<file path="config.mk">
export PLATFORM = sky130hd
export DESIGN_NAME = dm_load_unit
export DESIGN_NICKNAME = d
export VERILOG_FILES = /design/src/rtl/mips_pkg.sv /design/src/rtl/load_extend.sv /design/src/rtl/dm_load_unit.sv
export SDC_FILE = /design/constraint.sdc
export NUM_CORES = 1
export LEC_CHECK = 0
export BUFFER_PORTS_ARGS = -buffer_cell sky130_fd_sc_hd__buf_4
export CORE_MARGIN = 5
export CORE_UTILIZATION = 35
export DETAILED_ROUTE_END_ITERATION = 16
export SKIP_CTS_REPAIR_TIMING = 1
export SLEW_MARGIN = 10
export SYNTH_ARGS = -nofsm -noshare
export SYNTH_HDL_FRONTEND = slang
export SYNTH_HIERARCHICAL = 1
export SYNTH_SLANG_ARGS = --single-unit
</file>
<file path="constraint.sdc">
create_clock -name clk -period 4.9 [get_ports clk]
set_clock_uncertainty 0.05 [all_clocks]
set_input_delay 0.98 -clock clk [delete_from_list [all_inputs] [get_ports clk]]
set_output_delay 0.98 -clock clk [all_outputs]
set_load 0.005 [all_outputs]
</file>
<file path="src/rtl/mips_pkg.sv">
// mips_pkg: shared definitions for the MIPS memory-stage load path.
//   - Load opcode constants (instr[31:26])
//   - loadState_t : 2-bit load FSM state encoding
//   - loadOp_t    : decoded load type (LW/LH/LHU/LB/LBU)
//   - decodeLoad  : opcode -> {isLoad, op}
//   - isAligned   : natural-alignment test for a load type and addr[1:0]
package mips_pkg;

    localparam logic [5:0] OP_LW  = 6'b100011;
    localparam logic [5:0] OP_LB  = 6'b100000;
    localparam logic [5:0] OP_LH  = 6'b100001;
    localparam logic [5:0] OP_LBU = 6'b100100;
    localparam logic [5:0] OP_LHU = 6'b100101;

    typedef enum logic [1:0] {
        ST_IDLE  = 2'd0,
        ST_WAIT  = 2'd1,
        ST_DRAIN = 2'd2
    } loadState_t;

    typedef enum logic [2:0] {
        LD_LW  = 3'd0,
        LD_LH  = 3'd1,
        LD_LHU = 3'd2,
        LD_LB  = 3'd3,
        LD_LBU = 3'd4
    } loadOp_t;

    typedef struct packed {
        logic    isLoad;
        loadOp_t op;
    } loadDecode_t;

    function automatic loadDecode_t decodeLoad(input logic [5:0] opcode);
        loadDecode_t d;
        d.isLoad = 1'b1;
        d.op     = LD_LW;
        case (opcode)
            OP_LW:   d.op = LD_LW;
            OP_LH:   d.op = LD_LH;
            OP_LHU:  d.op = LD_LHU;
            OP_LB:   d.op = LD_LB;
            OP_LBU:  d.op = LD_LBU;
            default: d.isLoad = 1'b0;
        endcase
        return d;
    endfunction

    function automatic logic isAligned(input loadOp_t op, input logic [1:0] addrLow);
        logic ok;
        case (op)
            LD_LW:          ok = (addrLow == 2'b00);
            LD_LH, LD_LHU:  ok = ~addrLow[0];
            default:        ok = 1'b1;
        endcase
        return ok;
    endfunction

endpackage

</file>
<file path="src/rtl/load_extend.sv">
// load_extend: combinational lane select and sign/zero extension of a
// data-memory read word (little-endian lanes).
// Ports:
//   op      in  loadOp_t  load type
//   addrLow in  2         address bits [1:0] of the load
//   rdata   in  32        word returned by data memory
//   result  out 32        extended load value
module load_extend
    import mips_pkg::*;
(
    input  loadOp_t     op,
    input  logic [1:0]  addrLow,
    input  logic [31:0] rdata,
    output logic [31:0] result
);

    logic [7:0]  byteSel;
    logic [15:0] halfSel;

    always_comb begin
        case (addrLow)
            2'b00:   byteSel = rdata[7:0];
            2'b01:   byteSel = rdata[15:8];
            2'b10:   byteSel = rdata[23:16];
            default: byteSel = rdata[31:24];
        endcase
        halfSel = addrLow[1] ? rdata[31:16] : rdata[15:0];
    end

    always_comb begin
        case (op)
            LD_LB:   result = {{24{byteSel[7]}}, byteSel};
            LD_LBU:  result = {24'h000000, byteSel};
            LD_LH:   result = {{16{halfSel[15]}}, halfSel};
            LD_LHU:  result = {16'h0000, halfSel};
            default: result = rdata;
        endcase
    end

endmodule

</file>
<file path="src/rtl/dm_load_unit.sv">
// dm_load_unit: MEM-stage load handler. Issues one read per aligned load,
// stalls the pipeline until the data returns, and registers the extended
// result into WB. Misaligned loads raise adel_w instead of reading.
// Ports:
//   clk, reset     clock, synchronous active-high reset
//   instr_m        instruction in MEM (opcode in [31:26])
//   valid_m        MEM holds a live instruction
//   addr_m         effective address
//   flush          kill the instruction in MEM
//   dm_req         read request pulse (combinational)
//   dm_addr        word-aligned read address
//   dm_rdata       read data
//   dm_rvalid      read data valid (one cycle per request)
//   stall_req      hold IF/ID/EX/MEM
//   ld_data_w      extended load result (WB, held until next load)
//   ld_valid_w     ld_data_w valid pulse
//   adel_w         load address error pulse
module dm_load_unit
    import mips_pkg::*;
#(
    parameter int DW = 32
) (
    input  logic          clk,
    input  logic          reset,
    input  logic [31:0]   instr_m,
    input  logic          valid_m,
    input  logic [DW-1:0] addr_m,
    input  logic          flush,
    output logic          dm_req,
    output logic [DW-1:0] dm_addr,
    input  logic [DW-1:0] dm_rdata,
    input  logic          dm_rvalid,
    output logic          stall_req,
    output logic [DW-1:0] ld_data_w,
    output logic          ld_valid_w,
    output logic          adel_w
);

    loadState_t  state;
    loadState_t  stateNext;
    loadDecode_t dec;
    logic        liveLoad;
    logic        aligned;
    logic        takeResult;
    logic        raiseAdel;
    loadOp_t     opQ;
    logic [1:0]  addrLowQ;
    logic [DW-1:0] extData;
    logic        unusedBits;

    assign dec        = decodeLoad(instr_m[31:26]);
    assign liveLoad   = valid_m & ~flush & dec.isLoad;
    assign aligned    = isAligned(dec.op, addr_m[1:0]);
    assign dm_addr    = {addr_m[DW-1:2], 2'b00};
    assign unusedBits = ^instr_m[25:0];

    always_ff @(posedge clk) begin
        if (reset) begin
            state <= ST_IDLE;
        end else begin
            state <= stateNext;
        end
    end

    always_comb begin
        stateNext = state;
        case (state)
            ST_IDLE: begin
                if (liveLoad && aligned) stateNext = ST_WAIT;
            end
            ST_WAIT: begin
                if (dm_rvalid)  stateNext = ST_IDLE;
                else if (flush) stateNext = ST_DRAIN;
            end
            ST_DRAIN: begin
                if (dm_rvalid) stateNext = ST_IDLE;
            end
            default: stateNext = ST_IDLE;
        endcase
    end

    always_comb begin
        dm_req     = 1'b0;
        stall_req  = 1'b0;
        takeResult = 1'b0;
        raiseAdel  = 1'b0;
        case (state)
            ST_IDLE: begin
                dm_req    = liveLoad & aligned;
                stall_req = liveLoad & aligned;
                raiseAdel = liveLoad & ~aligned;
            end
            ST_WAIT: begin
                stall_req  = ~dm_rvalid;
                takeResult = dm_rvalid & ~flush;
            end
            ST_DRAIN: begin
                // Hold a waiting load in MEM through the drain response so it
                // is still there to issue once the FSM is back in IDLE.
                stall_req = liveLoad;
            end
            default: ;
        endcase
    end

    always_ff @(posedge clk) begin
        if (reset) begin
            ld_valid_w <= 1'b0;
            adel_w     <= 1'b0;
            ld_data_w  <= '0;
            opQ        <= LD_LW;
            addrLowQ   <= '0;
        end else begin
            ld_valid_w <= takeResult;
            adel_w     <= raiseAdel;
            if (takeResult) ld_data_w <= extData;
            if (dm_req) begin
                opQ      <= dec.op;
                addrLowQ <= addr_m[1:0];
            end
        end
    end

    load_extend uExtend (
        .op      (opQ),
        .addrLow (addrLowQ),
        .rdata   (dm_rdata),
        .result  (extData)
    );

endmodule

</file>
# Word level (Yosys, flattened, before mapping)
# Cells that the tools add are included.
# word_totals
output_inout_bits	68
reg_bits	41
elab_cells	57
input_bits	101
# classes
n_eq_ne	18
n_bitwise	10
muxes	14
reduce_logical	9
# op_table
cell	count
one-hot mux 32 bit (4 select lines)	1
== test 6 bit (second input constant)	5
one-hot mux 8 bit (3 select lines)	1
2-to-1 mux 16 bit	1
one-hot mux 3 bit (4 select lines)	1
== test 3 x 2 -> 1 bit (second input constant)	3
2-to-1 mux 2 bit	4
== test 3 x 1 -> 1 bit (second input constant)	2
zero test 2 bit	3
one-hot mux 2 bit (3 select lines)	1
AND 1 bit	5
NOT 1 bit	5
OR reduction 5 bit	1
== test 2 x 1 -> 1 bit (second input constant)	2
== test 2 bit (second input constant)	2
inequality test 2 bit (second input constant)	2
OR reduction 2 bit	2
== test 3 bit (second input constant)	1
zero test 3 bit	1
2-to-1 mux 1 bit	3
inequality test 3 bit (second input constant)	1
one-hot mux 1 bit (3 select lines)	1
AND reduction 3 bit	1
one-hot mux 1 bit (2 select lines)	1
logical AND 1 bit	1

# Depth between registers and ports, before layout
# Gate-level depths: netlist of the first run.
# depth
ltp_word	8
ltp_mapped	8
ltp_nobuf	6

# By module
# The synthesis of the first run kept the hierarchy.
# by_module_without_submodules
module	instances	area_per_inst_um2	cells_per_inst	seq_area_each_um2
dm_load_unit	1	1866.8	228	820.8
load_extend	1	1311.3	180	0.0

# Worst setup path after synthesis of the first run
# Ideal clock, no wire load.
# synth_path
path_type	in2out
startpoint	in instr_m[30]
endpoint	out stall_req
cell_stages	4
t_required_ps	3870
n_path_buf	0
t_arrival_ps	1967
path_slack_ps	1903
cell_sequence	or4b_4 -> o21ai_4 -> a21oi_1 -> o32ai_1
# synth_via
elab_chain_cells	7
elab_cells_between_ends	16
classes_between	eq/ne (7); mux (4); bitwise (2); reduce/logical (3)
# synth_rtl
item	line_no	source
start, declared	dm_load_unit.sv:25	input logic [31:0] instr_m,
== test 6 bit	mips_pkg.sv:38	case (opcode)
one-hot mux 3 bit (4 select lines)	mips_pkg.sv:38	
== test 3 x 1 -> 1 bit / == test 3 x 2 -> 1 bit (equally long branches)	mips_pkg.sv:51	case (op)
OR reduction 2 bit	mips_pkg.sv:51	
one-hot mux 1 bit (2 select lines)	mips_pkg.sv:51	
AND 1 bit	dm_load_unit.sv:90	stall_req = liveLoad & aligned;
one-hot mux 1 bit (3 select lines) (*)	dm_load_unit.sv:87	case (state)
end, declared	dm_load_unit.sv:33	output logic stall_req,
# Mark *: on every way between the ends. The rest lies on a longest branch, timed or not.

# Final worst setup path of the first run
# Same ends and word-level chain as after synthesis.

==> impl_metrics.csv, run 1 <==
group,metric,value,unit
status,status,"completed",
run,cap_violations,0,
synth,syn_area_per_cell,7.79,µm²
placed_design,post_dp_cell_area,3530,µm²
clock_network,clk_pin_slew,0.08,ns
synth,async_reset_ff_share,0,%
min_path,hp-class,"register to register",
floorplanning,start_util,36.1,%
clock_network,root_buffer,"clkbuf_8",
sta,holdWs,0.407,ns
routing,avgRoutedWirePerCell,17.6,µm
grt,overflow,0,
synth,ys_types,61,
layout,area_delta_synth_final,13.3,%
routing,wirelength,9.55,mm
floorplanning,row_count,34,
power,ir_drop,0.100,mV
setup_path,critical_path_class,"input port to output pin",
power,leakage,1.24,nW
routing,postRouteAntennaNets,0,
placed_design,dpl.hpwl,6.81,mm
grt,grt_usage,16.9,%
sta,worstMarginPinSlew,1.18,ns
power,finalPower,0.636,mW
setup_path,required,3.87,ns
floorplanning,dieArea,11100,µm²
setup_path,cp_slowest_stage_delay,0.59,ns
setup_path,crit_family,"simple AND/OR/NAND/NOR gates",
floorplanning,core_area,8810,µm²
power,power.density,177,nW/µm²
sta,fmax,301,MHz
floorplanning,fp.dieW,105,µm
setup_path,crit_top_cell,"buf_4",
setup_path,crit_path_end_kind,"output pin",
sta,slew_headroom,21.0,%
placed_design,finalWeightedCongestion,0.837,
clock_network,clkSinkCount,41,
clock_network,cts_tree,"built",
floorplanning,die_h,105,µm
routing,drtIter0Drc,247,
layout,n_antenna_cell,0,
synth,synthCells,408,
setup_path,slowest_stage,"or4b_4",
synth,ys_ff_latch,41,
setup_path,critPathLaunchType,"input port",
routing,vias_per_cell,5.72,
clock_network,cts_max_level,2,
grt,grt_pass1_vias,3017,
setup_path,crit_chain,"buf_4 > or4b_4 > o21ai_4 > a21oi_1 > o32ai_1 > buf_4",
synth,ys.flop_type,"dfxtp_1",
synth,synth_top_area_share,25.8,%
sta,fin_setup_tns,0,ns
placed_design,io_buffers,80,
clock_network,clockBufferDepth,2,
layout,utilization,40.9,%
synth,yosysTopAreaCell,"dfxtp_1",
floorplanning,ios,169,
setup_path,path_buf_inv,2,
sta,slew_violations,0,
grt,grt_max_degree,42,
layout,drive_above_1_share,30.4,%
routing,drc_errors,0,
layout,nNetsFinal,536,
synth,ys_warn_count,6,
clock_network,cts-buffers-inserted,5,
routing,route.vias.total,3101,
synth,synth.top_cells.by_area,"dfxtp_1, a21oi_1, nand2_1",
grt,antenna_found_initial,0,
synth,synth.cell_area,3180,µm²
setup_path,worstPathMaxFanout,5,
sta,hold_viol,0,
grt,grt_first_pass_wirelength,15.5,mm
synth,synth_edf_count,0,
sta,post-route-period-util,67.9,%
clock_network,insertion_delay,0.30,ns
routing,firstDrtPassIters,4,
sta,setup_violations,0,
setup_path,arrival,2.30,ns
synth,seq_area_frac_synth,25.8,%
sta,rsz0062_at_grt,"false",
sta,min_period,3.33,ns
layout,postLayoutCellArea,3600,µm²
[path summary, 6_finish.rpt]
path | from | end | slack (ns) | cells past startpoint
worst max-delay path | instr_m[30] | stall_req | 1.57 | 6
worst min-delay path | ld_data_w[4] | ld_data_w[4] | 0.41 | 2
worst max register to register | opQ[1] | ld_data_w[11] | 1.95 | 6
worst min register to register | ld_data_w[4] | ld_data_w[4] | 0.41 | 2
[registers in the layout, summed over array words and instances (netlist names)]
name        count
addrLowQ        2
adel_w          1
ld_data_w      32
ld_valid_w      1
opQ             3
state           2
[synth_stat cells, drive strengths merged, types with 2 or more instances]
cell,count
nor2b,16
mux4,7
o32ai,2
nor3,4
o31ai,3
clkbuf,14
o2111ai,3
dfxtp,41
inv,12
o41ai,2
and2,2
a32o,3
nand2b,4
nand3,3
a21oi,80
buf,50
o221ai,7
nand2,70
a21boi,2
nor2,8
nand4,4
o21ai,29
a22oi,6
o311ai,3
or2,2
a32oi,6
a221o,6
mux2i,3
[worst register-to-register path, cell delays in order, from the launching register on]
cell and delay, ns:
dfxtp_1 0.85, nand2_1 0.28, o32ai_4 1.06, a22oi_1 0.26, o221ai_1 0.13, nand2_1 0.10
a21oi_1 0.16
[final cells by class]
| class | instances | area, µm² |
|---|---|---|
| well taps | 108 | 135 |
| repair buffers | 83 | 623 |
| clock buffers | 5 | 68.8 |
| flip-flops and latches | 41 | 821 |
| multi-input cells | 292 | 1900 |
| fillers | 909 | 5210 |
| inverters | 12 | 45.0 |
| clock inverters | 1 | 5.00 |
[placed cells by master (no fill, tap or decap), types with 3 or more instances in the layout]
cell type,instances
a21oi_1,69
a21oi_2,11
a221o_1,6
a22oi_1,6
a32o_1,3
a32oi_1,6
buf_4,83
clkbuf_8,5
dfxtp_1,41
inv_1,8
inv_2,4
mux4_2,7
nand2_1,70
nand2b_1,4
nand4_1,4
nor2_1,7
nor2b_1,16
o2111ai_1,3
o21ai_0,9
o21ai_1,14
o21ai_2,5
o221ai_1,7
o311ai_1,3
o31ai_1,3
[power by group]
part	switching [mW]	internal [mW]
Combinational	0.0464	0.0453
Sequential	0.000209	0.333
Clock	0.117	0.0939
[metal layers]
metal,global-route usage (%),vias to the layer above,wire [µm]
met5,0,-,0
met4,4.40,0,180
met3,5.50,19,878
met2,27.8,119,4310
met1,21.4,1471,4180
li1,-,1492,-
[logic make-up after synthesis]
group | count (synthesis) | synth area share, %
DFF | 41 | 25.8
xor gates and xnor gates | 2 | 0.551
other | 1 | 0.118
buffers and inverters | 76 | 14.4
AOI/OAI and AO/OA | 158 | 33.7
muxes | 10 | 6.02
and+or+nand+nor | 120 | 19.3
[through the flow]
stage	std cells	setup WS (ns)
after floorplan	409	1.90
after global placement	536	1.59
after detailed placement	536	1.57
after CTS	542	1.56
after global routing	542	1.48
final	542	1.57
No activity file was read; power rests on OpenSTA's default activity.
==> run 2: changes to the inputs <==
--- a/config.mk
+++ b/config.mk
@@ -9,6 +9,7 @@
 export CORE_MARGIN = 5
 export CORE_UTILIZATION = 35
 export DETAILED_ROUTE_END_ITERATION = 16
+export PLACE_DENSITY = 0.67
 export SKIP_CTS_REPAIR_TIMING = 1
 export SLEW_MARGIN = 10
 export SYNTH_ARGS = -nofsm -noshare
==> constraint.sdc (replaced) <==
create_clock -name clk -period 2.8 [get_ports clk]
set_clock_uncertainty 0.05 [all_clocks]
set_input_delay 0.56 -clock clk [delete_from_list [all_inputs] [get_ports clk]]
set_output_delay 0.56 -clock clk [all_outputs]
set_load 0.005 [all_outputs]
==> impl_metrics.csv, run 2 (synthesis gave the netlist of run 1 again) <==
group,metric,value,unit
status,status,"completed",
floorplanning,ios,169,
routing,highest-signal-layer,"met4",
setup_path,slowest_stage,"or4b_4",
sta,min_period,2.47,ns
setup_path,crit_chain,"buf_4 > or4b_4 > o21ai_4 > a21oi_1 > o32ai_1 > buf_4",
routing,routed-wl-met2,4.36,mm
clock_network,root_buffer,"clkbuf_8",
sta,slew_violations,0,
sta,rsz0062_at_grt,"false",
placed_design,dpl.hpwl,6.78,mm
placed_design,io_buffers,80,
routing,vias_per_cell,5.64,
grt,grt_usage,16.5,%
setup_path,arrival,1.86,ns
grt,antenna_found_initial,0,
min_path,hp-class,"register to register",
layout,final_cell_mix,"buf_4, nand2_1, a21oi_1",
clock_network,clkSinkCount,41,
clock_network,cts-buffers-inserted,5,
routing,wirelength,9.21,mm
clock_network,cts_tree,"built",
power,leakage,1.30,nW
setup_path,crit_top_cell,"buf_4",
floorplanning,dieArea,11100,µm²
sta,hold_viol,0,
setup_path,worstPathMaxFanout,5,
setup_path,crit_family,"simple AND/OR/NAND/NOR gates",
power,ir_drop,0.203,mV
setup_path,critical_path_class,"input port to output pin",
layout,n_antenna_cell,0,
sta,post-route-period-util,88.2,%
sta,worstMarginPinSlew,0.607,ns
routing,drtIter0Drc,259,
routing,postRouteAntennaNets,0,
clock_network,clk_pin_slew,0.08,ns
floorplanning,fp.dieW,105,µm
layout,nNetsFinal,543,
routing,firstDrtPassIters,5,
setup_path,path_buf_inv,2,
routing,avgRoutedWirePerCell,16.7,µm
setup_path,critPathLaunchType,"input port",
layout,top_regs,"ld_data_w: 32 flops, opQ: 3 flops",
clock_network,clockBufferDepth,2,
grt,grt_max_degree,42,
floorplanning,core_area,8810,µm²
sta,setup_violations,0,
setup_path,cp_slowest_stage_delay,0.58,ns
routing,wl_met3,889,µm
floorplanning,row_count,34,
sta,slew_headroom,59.5,%
grt,grt_pass1_vias,3068,
layout,regMostFlops,"ld_data_w",
routing,drc_errors,0,
layout,drive_above_1_share,31.8,%
placed_design,finalWeightedCongestion,0.859,
power,power.density,338,nW/µm²
layout,fillers,889,
clock_network,insertion_delay,0.30,ns
grt,grt_first_pass_wirelength,15.4,mm
layout,area_delta_synth_final,16.8,%
routing,met1_length,3.82,mm
setup_path,crit_path_end_kind,"output pin",
grt,overflow,0,
routing,route.vias.total,3106,
layout,largest_reg_flops,32,
sta,fin_setup_tns,0,ns
layout,layout_commonest_cell,"buf_4",
setup_path,required,2.19,ns
floorplanning,die_h,105,µm
power,finalPower,1.25,mW
run,cap_violations,0,
sta,fmax,405,MHz
clock_network,cts_max_level,2,
floorplanning,start_util,36.1,%
## run 2: cell types whose count changed in the layout (fill, tap and decap cells not counted)
cell,change
clkbuf_8,+1
buf_4,+6
bufinv_16,+1
clkinvlp_4,+1
clkinv_2,-1
buf_12,+1
## run 2: path summary, 6_finish.rpt
path                        end    startpoint  slack (ns)  cells after the start
hold reg to reg    ld_data_w[2]  ld_data_w[2]        0.41                      2
setup / recovery      stall_req   instr_m[30]        0.33                      6
setup reg to reg  ld_data_w[13]   addrLowQ[1]        0.64                      7
hold / removal     ld_data_w[2]  ld_data_w[2]        0.41                      2
## run 2: final cells by class
cell class	count	area [µm²]	share of cell area (%)
clock buffer	6	82.6	2.23
clock inverter	2	37.5	1.01
inverter	12	45.0	1.21
multi-input combinational	292	1900	51.2
sequential	41	821	22.1
tap	108	135	3.64
timing repair buffer	90	688	18.5
## run 2: layer usage
| layer | track usage, % | vias to the layer above |
|---|---|---|
| met2 | 27.3 | 131 |
| li1 | - | 1509 |
| met5 | 0 | - |
| met1 | 20.4 | 1445 |
| met3 | 5.44 | 21 |
| met4 | 5.25 | 0 |
## run 2: where the power goes
part	switching (mW)	internal, mW	total [mW]
sequential	0.000305	0.583	0.583
clock	0.221	0.290	0.511
combinational	0.0807	0.0794	0.160
total	0.302	0.952	1.25
## run 2: worst register-to-register path, delay by kind of cell, from the launching register on
kind            cells  cell delay (ns)
simple gates        2             0.33
buf+inv             1             0.35
flops               1             0.70
compound gates      4             0.67
## run 2: per-stage QoR
step	util, %	worst slack [ns]	area, µm²	cells	hold WS, ns
final	42.1	0.330	3710	551	0.408
after global placement	40.8	0.333	3590	543	0.393
after detailed placement	40.8	0.349	3590	543	0.398
after CTS	42.1	0.345	3710	551	0.398
after floorplan	-	0.643	3180	409	0.403
after global routing	42.1	0.246	3710	551	0.421
==> run 3: changes to the inputs <==
--- a/config.mk
+++ b/config.mk
@@ -6,13 +6,15 @@
 export NUM_CORES = 1
 export LEC_CHECK = 0
 export BUFFER_PORTS_ARGS = -buffer_cell sky130_fd_sc_hd__buf_4
+export CELL_PAD_IN_SITES_DETAIL_PLACEMENT = 1
+export CELL_PAD_IN_SITES_GLOBAL_PLACEMENT = 1
 export CORE_MARGIN = 5
-export CORE_UTILIZATION = 35
+export CORE_UTILIZATION = 26
 export DETAILED_ROUTE_END_ITERATION = 16
-export PLACE_DENSITY = 0.67
+export MAX_ROUTING_LAYER = met4
+export PLACE_DENSITY_LB_ADDON = 0.1
 export SKIP_CTS_REPAIR_TIMING = 1
 export SLEW_MARGIN = 10
 export SYNTH_ARGS = -nofsm -noshare
 export SYNTH_HDL_FRONTEND = slang
-export SYNTH_HIERARCHICAL = 1
 export SYNTH_SLANG_ARGS = --single-unit
==> impl_metrics.csv, run 3 <==
group,metric,value,unit
setup_path,path_buf_inv,2,
setup_path,r2r_end,"ld_data_w[3]",
layout,n_antenna_cell,0,
power,leakage,1.31,nW
synth,synthCells,311,
sta,slew_headroom,62.1,%
floorplanning,start_util,26.4,%
grt,antenna_found_initial,0,
layout,drive_above_1_share,32.1,%
setup_path,critPathLaunchType,"input port",
clock_network,insertion_delay,0.29,ns
min_path,hold_start,"dm_rvalid",
routing,firstDrtPassIters,4,
setup_path,crit_path_end_kind,"output pin",
grt,overflow,0,
routing,drc_errors,0,
synth,seq_area_frac_synth,32.1,%
grt,grt_first_pass_wirelength,13.7,mm
sta,hold_viol,0,
status,status,"completed",
sta,fmax,392,MHz
synth,ys_warn_count,0,
clock_network,cts_tree,"built",
setup_path,crit_top_cell,"buf_4",
layout,largest_reg_flops,32,
setup_path,cp_slowest_stage_delay,0.64,ns
floorplanning,dieArea,11900,µm²
min_path,hp-class,"input port to register",
setup_path,required,2.19,ns
routing,postRouteAntennaNets,0,
setup_path,crit_chain,"buf_4 > or4b_1 > o21a_4 > nor3_4 > buf_4",
synth,yosysMostFrequentCell,"o21ai_0",
layout,fillers,1181,
floorplanning,row_count,36,
sta,fin_setup_tns,0,ns
layout,final_cell_mix,"buf_4, o21ai_0, a21oi_1",
routing,avgRoutedWirePerCell,18.0,µm
placed_design,finalWeightedCongestion,0.824,
layout,top_regs,"ld_data_w: 32 flops, opQ: 3 flops",
floorplanning,fp.dieW,109,µm
setup_path,reg2regPathDepth,4,
synth,synth.cell_area,2560,µm²
placed_design,io_buffers,80,
synth,synth.top_cells.by_area,"dfxtp_1, buf_4, o21ai_0",
synth,ys_ff_latch,41,
grt,grt_pass1_vias,2597,
min_path,whs_path_depth,2,
sta,worstMarginPinSlew,0.568,ns
setup_path,worstPathMaxFanout,6,
sta,rsz0062_at_grt,"false",
setup_path,critical_path_class,"input port to output pin",
min_path,min_to,"state[1]",
layout,nNetsFinal,462,
setup_path,crit_family,"simple AND/OR/NAND/NOR gates",
synth,synth_top_area_share,32.1,%
run,cap_violations,0,
floorplanning,die_h,109,µm
synth,synthTopCellsByCount,"o21ai_0, a21oi_1, dfxtp_1",
grt,grt_max_degree,33,
setup_path,arrival,1.94,ns
synth,ys.flop_type,"dfxtp_1",
synth,async_reset_ff_share,0,%
layout,layout_commonest_cell,"buf_4",
setup_path,rrSetupSlack,1.02,ns
routing,wirelength,8.89,mm
clock_network,clk_pin_slew,0.08,ns
sta,setup_violations,0,
floorplanning,ios,169,
grt,top_usage_layer,"met2",
synth,ys_types,46,
routing,route.vias.total,2510,
sta,slew_violations,0,
routing,vias_per_cell,5.08,
layout,area_delta_synth_final,25.4,%
sta,min_period,2.55,ns
routing,drtIter0Drc,96,
floorplanning,core_area,9680,µm²
clock_network,clkSinkCount,41,
clock_network,clockBufferDepth,2,
setup_path,r2r_start,"addrLowQ[1]",
synth,synth_edf_count,0,
synth,syn_area_per_cell,8.22,µm²
grt,gr-usage-met3,3.43,%
setup_path,slowest_stage,"or4b_1",
sta,post-route-period-util,91.2,%
clock_network,cts-buffers-inserted,5,
grt,met1_usage,18.3,%
placed_design,dpl.hpwl,6.75,mm
grt,grt_usage,15.2,%
clock_network,cts_max_level,2,
synth,yosysTopAreaCell,"dfxtp_1",
layout,utilization,33.1,%
power,power.density,373,nW/µm²
layout,regMostFlops,"ld_data_w",
grt,use_met2,25.9,%
power,ir_drop,0.174,mV
clock_network,root_buffer,"clkbuf_8",
==> run 3: worst max-delay path by stage <==
stage,startpoint,endpoint,cells past startpoint
after floorplan,instr_m[27],dm_req,4
after global placement,instr_m[27],dm_req,5
after detailed placement,instr_m[27],dm_req,5
after CTS,instr_m[27],dm_req,5
after global routing,instr_m[27],dm_req,5
final,instr_m[27],dm_req,5
==> run 3: worst reg2reg max path, stage by stage, from the launching register on <==
cell and delay (ns):
dfxtp_1 0.58, buf_4 0.28, mux4_2 0.51, a22oi_1 0.17
a21oi_1 0.09
==> run 3: logic make-up after synthesis <==
family          after synthesis  share of synthesized area [%]
compound gates              133                           30.8
simple gates                 60                           12.6
buf+inv                      59                           14.5
flops                        41                           32.1
mux                          13                           8.51
xor+xnor                      3                           1.03
fa+ha+maj                     1                          0.391
other cells                   1                          0.147
==> run 3: layout make-up <==
class	count	area (µm²)	share of cell area (%)
flip-flops and latches	41	821	25.6
clock buffers	5	68.8	2.15
repair buffers	96	721	22.5
clock inverters	2	35.0	1.09
well taps	133	166	5.19
multi-input cells	212	1380	42.9
inverters	5	18.8	0.585
==> run 3: routing by layer <==
layer,wire [µm],vias up
met4,86,0
met5,0,-
met3,506,8
li1,-,1200
met2,4360,66
met1,3940,1236
==> run 3: metrics by stage <==
| stage | area (µm²) | power (mW) | std cells | hold WS (ns) | setup slack (ns) |
|---|---|---|---|---|---|
| 3_3_place_gp | 3100 | 0.735 | 487 | 0.473 | 0.239 |
| 5_1_grt | 3210 | 1.25 | 494 | 0.410 | 0.168 |
| 3_5_place_dp | 3100 | 0.736 | 487 | 0.492 | 0.250 |
| 6_report | 3210 | 1.20 | 494 | 0.411 | 0.246 |
| 2_1_floorplan | 2560 | 0.686 | 312 | 0.479 | 0.573 |
| 4_1_cts | 3210 | 1.22 | 494 | 0.403 | 0.238 |
==> run 3: power by group <==
group	switching, mW	internal [mW]	leakage, nW	total (mW)
sequential	0.00103	0.583	0.330	0.584
combinational	0.0632	0.0718	0.926	0.135
clock	0.216	0.260	0.0540	0.476
total	0.281	0.915	1.31	1.20
